[config.mk]
export PLATFORM = sky130hd
export DESIGN_NAME = cpu_mc
export DESIGN_NICKNAME = d
export VERILOG_FILES = /design/src/rtl/cpu_mc_pkg.sv /design/src/rtl/cpu_mc_regfile.sv /design/src/rtl/cpu_mc.sv
export SDC_FILE = /design/constraint.sdc
export NUM_CORES = 2
export LEC_CHECK = 0
export CORE_MARGIN = 2
export CORE_UTILIZATION = 32
export DETAILED_ROUTE_END_ITERATION = 12
export PLACE_DENSITY = 0.57
export SKIP_CTS_REPAIR_TIMING = 1
export SYNTH_ARGS = -nofsm -noshare
export SYNTH_HDL_FRONTEND = slang
export SYNTH_SLANG_ARGS = --single-unit
[constraint.sdc]
create_clock -name clk -period 58.2 [get_ports clk]
set_clock_uncertainty 0.15 [all_clocks]
set_input_delay 11.64 -clock clk [delete_from_list [all_inputs] [get_ports clk]]
set_output_delay 11.64 -clock clk [all_outputs]
set_load 0.02 [all_outputs]
[src/rtl/cpu_mc_pkg.sv]
// Shared encodings, ALU op and FSM state types for the cpu_mc core.
// Instret counter is built only when CPU_MC_INSTRET_EN is defined.
package cpu_mc_pkg;

    localparam logic [6:0] OP_REG    = 7'b0110011;
    localparam logic [6:0] OP_IMM    = 7'b0010011;
    localparam logic [6:0] OP_LOAD   = 7'b0000011;
    localparam logic [6:0] OP_STORE  = 7'b0100011;
    localparam logic [6:0] OP_BRANCH = 7'b1100011;
    localparam logic [6:0] OP_JAL    = 7'b1101111;
    localparam logic [6:0] OP_JALR   = 7'b1100111;

    localparam logic [2:0] F3_ADD  = 3'b000;
    localparam logic [2:0] F3_SLT  = 3'b010;
    localparam logic [2:0] F3_OR   = 3'b110;
    localparam logic [2:0] F3_AND  = 3'b111;
    localparam logic [2:0] F3_LW   = 3'b010;
    localparam logic [2:0] F3_SW   = 3'b010;
    localparam logic [2:0] F3_BEQ  = 3'b000;
    localparam logic [2:0] F3_JALR = 3'b000;

    localparam logic [6:0] F7_BASE = 7'b0000000;
    localparam logic [6:0] F7_SUB  = 7'b0100000;

    typedef enum logic [2:0] {
        ALU_ADD,
        ALU_SUB,
        ALU_AND,
        ALU_OR,
        ALU_SLT
    } alu_op_e;

    typedef enum logic [1:0] {
        FETCH,
        EXEC,
        MEM,
        TRAP
    } state_e;

    function automatic logic [31:0] aluCalc(
        input alu_op_e     op,
        input logic [31:0] a,
        input logic [31:0] b
    );
        logic [31:0] r;
        r = a + b;
        unique case (op)
            ALU_ADD: r = a + b;
            ALU_SUB: r = a - b;
            ALU_AND: r = a & b;
            ALU_OR:  r = a | b;
            ALU_SLT: r = {31'b0, $signed(a) < $signed(b)};
            default: r = a + b;
        endcase
        return r;
    endfunction

endpackage

[src/rtl/cpu_mc_regfile.sv]
// Register file: two async read ports, one sync write port, x0 hardwired 0.
// Asynchronous active-high reset clears every register.
module cpu_mc_regfile #(
    parameter  int NREG = 32,
    localparam int AW   = $clog2(NREG)
) (
    input  logic          clk,
    input  logic          reset,
    input  logic [AW-1:0] rAddr1,
    input  logic [AW-1:0] rAddr2,
    output logic [31:0]   rData1,
    output logic [31:0]   rData2,
    input  logic          we,
    input  logic [AW-1:0] wAddr,
    input  logic [31:0]   wData
);

    logic [31:0] regs [NREG];

    always_ff @(posedge clk or posedge reset) begin
        if (reset) begin
            for (int i = 0; i < NREG; i++) begin
                regs[i] <= '0;
            end
        end else if (we && wAddr != '0) begin
            regs[wAddr] <= wData;
        end
    end

    assign rData1 = (rAddr1 == '0) ? '0 : regs[rAddr1];
    assign rData2 = (rAddr2 == '0) ? '0 : regs[rAddr2];

endmodule

[src/rtl/cpu_mc.sv]
// Multi-cycle RV32 subset core: FETCH -> EXEC -> (MEM) -> FETCH, sticky TRAP.
// Optional retired-instruction counter: define CPU_MC_INSTRET_EN.
module cpu_mc
    import cpu_mc_pkg::*;
#(
    parameter logic [31:0] RESET_VEC = 32'h0000_0000,
    parameter int          NREG      = 32
) (
    input  logic        clk,
    input  logic        reset,
    output logic        imem_req,
    output logic [31:0] imem_addr,
    input  logic        imem_ack,
    input  logic [31:0] imem_rdata,
    output logic        dmem_req,
    output logic        dmem_we,
    output logic [31:0] dmem_addr,
    output logic [31:0] dmem_wdata,
    input  logic        dmem_ack,
    input  logic [31:0] dmem_rdata,
    output logic        trap,
    output logic [31:0] instret
);

    localparam int AW = $clog2(NREG);

    state_e      state, stateNext;
    logic [31:0] pc, pcNext;
    logic [31:0] ir, irNext;

    logic [6:0]  opcode, f7;
    logic [4:0]  rd, rs1, rs2;
    logic [2:0]  f3;
    logic [31:0] immI, immS, immB, immJ;

    assign opcode = ir[6:0];
    assign rd     = ir[11:7];
    assign f3     = ir[14:12];
    assign rs1    = ir[19:15];
    assign rs2    = ir[24:20];
    assign f7     = ir[31:25];

    assign immI = {{20{ir[31]}}, ir[31:20]};
    assign immS = {{20{ir[31]}}, ir[31:25], ir[11:7]};
    assign immB = {{19{ir[31]}}, ir[31], ir[7], ir[30:25], ir[11:8], 1'b0};
    assign immJ = {{11{ir[31]}}, ir[31], ir[19:12], ir[20], ir[30:21], 1'b0};

    logic [31:0] rs1Val, rs2Val, rfWdata;
    logic        rfWe;

    cpu_mc_regfile #(.NREG(NREG)) uRegs (
        .clk    (clk),
        .reset  (reset),
        .rAddr1 (rs1[AW-1:0]),
        .rAddr2 (rs2[AW-1:0]),
        .rData1 (rs1Val),
        .rData2 (rs2Val),
        .we     (rfWe),
        .wAddr  (rd[AW-1:0]),
        .wData  (rfWdata)
    );

    alu_op_e aluOp;
    logic    isAlu, isImm, isLoad, isStore, isBeq, isJal, isJalr, illegal;

    always_comb begin
        aluOp   = ALU_ADD;
        isAlu   = 1'b0;
        isImm   = 1'b0;
        isLoad  = 1'b0;
        isStore = 1'b0;
        isBeq   = 1'b0;
        isJal   = 1'b0;
        isJalr  = 1'b0;
        illegal = 1'b0;
        unique case (1'b1)
            opcode == OP_REG && f7 == F7_BASE && f3 == F3_ADD: isAlu = 1'b1;
            opcode == OP_REG && f7 == F7_SUB && f3 == F3_ADD: begin
                isAlu = 1'b1;
                aluOp = ALU_SUB;
            end
            opcode == OP_REG && f7 == F7_BASE && f3 == F3_AND: begin
                isAlu = 1'b1;
                aluOp = ALU_AND;
            end
            opcode == OP_REG && f7 == F7_BASE && f3 == F3_OR: begin
                isAlu = 1'b1;
                aluOp = ALU_OR;
            end
            opcode == OP_REG && f7 == F7_BASE && f3 == F3_SLT: begin
                isAlu = 1'b1;
                aluOp = ALU_SLT;
            end
            opcode == OP_IMM && f3 == F3_ADD: begin
                isAlu = 1'b1;
                isImm = 1'b1;
            end
            opcode == OP_LOAD && f3 == F3_LW:     isLoad  = 1'b1;
            opcode == OP_STORE && f3 == F3_SW:    isStore = 1'b1;
            opcode == OP_BRANCH && f3 == F3_BEQ:  isBeq   = 1'b1;
            opcode == OP_JAL:                     isJal   = 1'b1;
            opcode == OP_JALR && f3 == F3_JALR:   isJalr  = 1'b1;
            default:                              illegal = 1'b1;
        endcase
    end

    // Only fields the format actually uses count against a 16-entry file
    logic useRd, useRs1, useRs2, regBad, bad;

    assign useRd  = isAlu | isLoad | isJal | isJalr;
    assign useRs1 = ~isJal & ~illegal;
    assign useRs2 = (isAlu & ~isImm) | isStore | isBeq;
    assign regBad = (NREG == 16) &&
                    ((useRd && rd[4]) || (useRs1 && rs1[4]) || (useRs2 && rs2[4]));
    assign bad    = illegal | regBad;

    logic [31:0] aluRes, memAddr, target, link;
    logic        taken, misalign;

    assign aluRes   = aluCalc(aluOp, rs1Val, isImm ? immI : rs2Val);
    assign memAddr  = rs1Val + (isStore ? immS : immI);
    assign link     = pc + 32'd4;
    assign taken    = isJal | isJalr | (isBeq && rs1Val == rs2Val);
    assign target   = isJalr ? ((rs1Val + immI) & ~32'h1)
                             : pc + (isJal ? immJ : immB);
    assign misalign = taken && target[1:0] != 2'b00;

    always_comb begin
        stateNext = state;
        pcNext    = pc;
        irNext    = ir;
        rfWe      = 1'b0;
        rfWdata   = aluRes;
        unique case (state)
            FETCH: begin
                if (imem_ack) begin
                    irNext    = imem_rdata;
                    stateNext = EXEC;
                end
            end
            EXEC: begin
                if (bad || misalign) begin
                    stateNext = TRAP;
                end else if (isLoad || isStore) begin
                    stateNext = MEM;
                end else begin
                    rfWe      = useRd;
                    rfWdata   = (isJal || isJalr) ? link : aluRes;
                    pcNext    = taken ? target : link;
                    stateNext = FETCH;
                end
            end
            MEM: begin
                if (dmem_ack) begin
                    rfWe      = isLoad;
                    rfWdata   = dmem_rdata;
                    pcNext    = link;
                    stateNext = FETCH;
                end
            end
            TRAP: ;
            default: stateNext = TRAP;
        endcase
    end

    always_ff @(posedge clk or posedge reset) begin
        if (reset) begin
            state <= FETCH;
            pc    <= RESET_VEC;
            ir    <= '0;
        end else begin
            state <= stateNext;
            pc    <= pcNext;
            ir    <= irNext;
        end
    end

    // State is already FETCH during reset; the gate keeps the request low
    assign imem_req   = (state == FETCH) && !reset;
    assign imem_addr  = pc;
    assign dmem_req   = (state == MEM);
    assign dmem_we    = (state == MEM) && isStore;
    assign dmem_addr  = (state == MEM) ? memAddr : '0;
    assign dmem_wdata = (state == MEM && isStore) ? rs2Val : '0;
    assign trap       = (state == TRAP);

`ifdef CPU_MC_INSTRET_EN
    logic        retire;
    logic [31:0] instretQ;

    assign retire = (state == EXEC && !bad && !misalign && !isLoad && !isStore) ||
                    (state == MEM && dmem_ack);

    always_ff @(posedge clk or posedge reset) begin
        if (reset) begin
            instretQ <= '0;
        end else if (retire) begin
            instretQ <= instretQ + 32'd1;
        end
    end

    assign instret = instretQ;
`else
    assign instret = '0;
`endif

endmodule
==> out/metrics.cfg <==
[floorplanning]
core_um2=210200
pin_count=200
chipWidth_um=464.3
start_util_pct=32.25
die_area_um2=215600
rows=168
die-height_um=464.3

[layout]
layout.cells.non_filler=9521
num-nets-final=6843
syn_to_final_growth_pct=11.99
stdcell_area_um2=75930
drive_gt1_share_pct=17.38

[worst_hold_path]
min_from=uRegs.regs[1005]$_DFFE_PP0P_
hold_depth=0
whs_endpoint=uRegs.regs[1005]$_DFFE_PP0P_
hp-class=reg -> reg

[sta]
fin_crit_sh_pct=42.55
finalSetupViolations=0
rsz0062_at_grt=false
max_clock_freq_mhz=40.39
period_needed_ns=24.76
setup_ws_ns=33.44
finalHoldViolations=0
drv_slew=0
tightest_slew_ns=1.343
relSlewSlack_pct=10.50
fin_tns_setup_ns=0

[synth]
yosys-top-cells-area=dfrtp_1 40%, mux4_2 16%, nand2_1 6.7%, o21ai_0 6.5%, ha_1 2.9%
netlist-cell-type-count=103
yosysTopAreaCell=dfrtp_1
netlist_top_cells_count=1210 x nand2_1, 1090 x dfrtp_1, 877 x o21ai_0
synth_fa_ha_area_share_pct=3.126
synthXorXnorAreaFrac_pct=2.312
synth-simple-area-share_pct=12.09
yosysSeqAreaShare_pct=40.23
synth_most_common_cell=nand2_1
ys_ff_latch=1090
syn_area_per_cell_um2=9.960
yosys.area.top_type_share_pct=40.23
netlist_area_um2=67800
synth_top_family_by_area=multiplexers
synthMuxAreaShare_pct=18.94
async_flop_share_pct=100.0
ys.flop_type=dfrtp_1
synth_compound_area_share_pct=17.85
synth-edff-count=0
synthesis.instances=6807
yosys_warnings=0

[global_route]
grt_pass1_vias=54820
grt_first_pass_wirelength_um=386700
grt_overflow=0
track_usage_pct=24.12
antenna_found_initial=9
grt_max_degree=163

[detailed_routing]
highest_layer=met5
drtIter0Drc=6327
drc=0
routed_via_density=5.913
final_antenna_net_count=0
vias=56300
wl_met2_um=121500
wl_met1_um=107200
wl_met3_um=23090
wirelength_um=265600
first_pass_iters=6
wl_per_cell_um=27.90

[place]
dpl.hpwl_um=178600
port_buffers=167
dpl_worst_slack_ns=33.40
placed_cells=9304
postPlaceCellArea_um2=71730
place.gp.congestion=0.9538

[setup_path]
timing.rr.start=ir[20]$_DFFE_PP0P_
worst-path-max-fanout=2
r2r-end=uRegs.regs[696]$_DFFE_PP0P_
ff2ff_setup_slack_ns=48.23
worst_setup_path_end_kind=output port
worst_ep_required_time_ns=46.41
critical_path_class=in -> out
crit_arrival_ns=12.97
cp-start-kind=input port
rr_worst_depth=19

[pwr]
power.switching_mw=1.902
swShare_pct=49.90
peakVddDrop_v=0.00005417
p_seq_share_pct=22.7
comb_power_share_pct=55.9
p_leak_nw=31.41
total_power_mw=3.811
p_clk_share_pct=21.5
power_density_nw_per_um2=50.20
intPower_mw=1.909

[clock_network]
clk_pin_slew_ns=0.06
cts_buffer_depth=3
cts_buffers=114
root_buffer=clkbuf_16
cts_tree=built
h-tree-depth=3
clkLatencyLatePin_ns=0.81
cts_sinks=1090

[status]
outcome=finished, final reports clean

[run]
cap_violations=0

==> stage by stage <==
| stage | hold WS, ns | util [%] |
|---|---|---|
| 4_1_cts | 0.2485 | 36.12 |
| 3_3_place_gp | 0.2264 | 34.12 |
| 6_report | 0.2455 | 36.12 |
| 2_1_floorplan | 0.2913 | - |
| 3_5_place_dp | 0.2323 | 34.12 |
| 5_1_grt | 0.2559 | 36.12 |
==> power by group through the flow <==
stage	Clock (mW)	Combinational (mW)	Sequential, mW
CTS	0.828	2.09	0.863
floorplan	0	1.38	0.832
detailed placement	0	2.08	0.876
global route	0.858	2.24	0.868
global placement	0	2.08	0.875
finish	0.818	2.13	0.864
==> critical path: stages <==
cell	delay, ns
clkdlybuf4s50_1	0.54
nor2b_1	0.18
clkdlybuf4s50_1	0.61
==> final cells by class <==
class,instances,area (µm²)
clock inverter,67,962.2
tap,2805,3510
clock buffer,149,3234
sequential,1090,27300
multi-input combinational,4952,37490
fill,21050,134300
timing repair buffer,323,2918
antenna,1,2.502
inverter,134,510.5
==> registers in the layout, indices dropped and copies added (netlist names) <==
register	cells
uRegs.regs	1024
ir	32
imem_addr	32
state	2
==> worst max path at each step <==
stage / from / to / depth (start not counted)
final: reset / imem_req / 3
after global routing: reset / imem_req / 3
after CTS: reset / imem_req / 3
after detailed placement: reset / imem_req / 3
after global placement: reset / imem_req / 3
after floorplan: reset / imem_addr[0]$_DFFE_PP0P_ / 1
==> cell families after synthesis <==
| logic type | after synthesis |
|---|---|
| adder cells (fa/ha/maj) | 168 |
| other | 1 |
| AND/OR/NAND/NOR | 1892 |
| multiplexers | 661 |
| flip-flops | 1090 |
| AO/OA/AOI/OAI | 2020 |
| buffers and inverters | 796 |
| XOR/XNOR | 179 |
==> routing by layer <==
layer | vias to the layer above | GRT usage [%]
li1 | 24230 | -
met1 | 28580 | 31.78
met2 | 2873 | 38.08
met3 | 615 | 4.687
met4 | 4 | 11.59
met5 | - | 0
==> cell usage in the layout, fill, tap and decap left out, drive strengths merged, types with 16 or more instances in the layout <==
| cell | synthesis | final |
|---|---|---|
| mux4 | 493 | 493 |
| mux2 | 43 | 43 |
| o21a | 25 | 25 |
| nand3 | 85 | 85 |
| a211oi | 28 | 28 |
| a31oi | 31 | 31 |
| o21bai | 39 | 39 |
| xor2 | 56 | 56 |
| nand4 | 37 | 37 |
| and3 | 40 | 40 |
| nand2b | 26 | 26 |
| clkdlybuf4s50 | 0 | 167 |
| nor2b | 27 | 27 |
| buf | 223 | 156 |
| dfrtp | 1090 | 1090 |
| a22oi | 144 | 144 |
| xnor2 | 123 | 123 |
| nand2 | 1234 | 1234 |
| a21o | 60 | 60 |
| bufinv | 0 | 17 |
| ha | 155 | 155 |
| nor2 | 257 | 257 |
| or3 | 17 | 17 |
| nor4 | 24 | 24 |
| conb | 1 | 32 |
| a21oi | 335 | 335 |
| o31ai | 16 | 16 |
| and2 | 22 | 22 |
| clkbuf | 439 | 149 |
| o22ai | 76 | 76 |
| nor3 | 83 | 83 |
| mux2i | 125 | 125 |
| clkinv | 3 | 42 |
| o21ai | 1114 | 1114 |
| inv | 131 | 134 |
No activity file was read; power rests on OpenSTA's default activity.
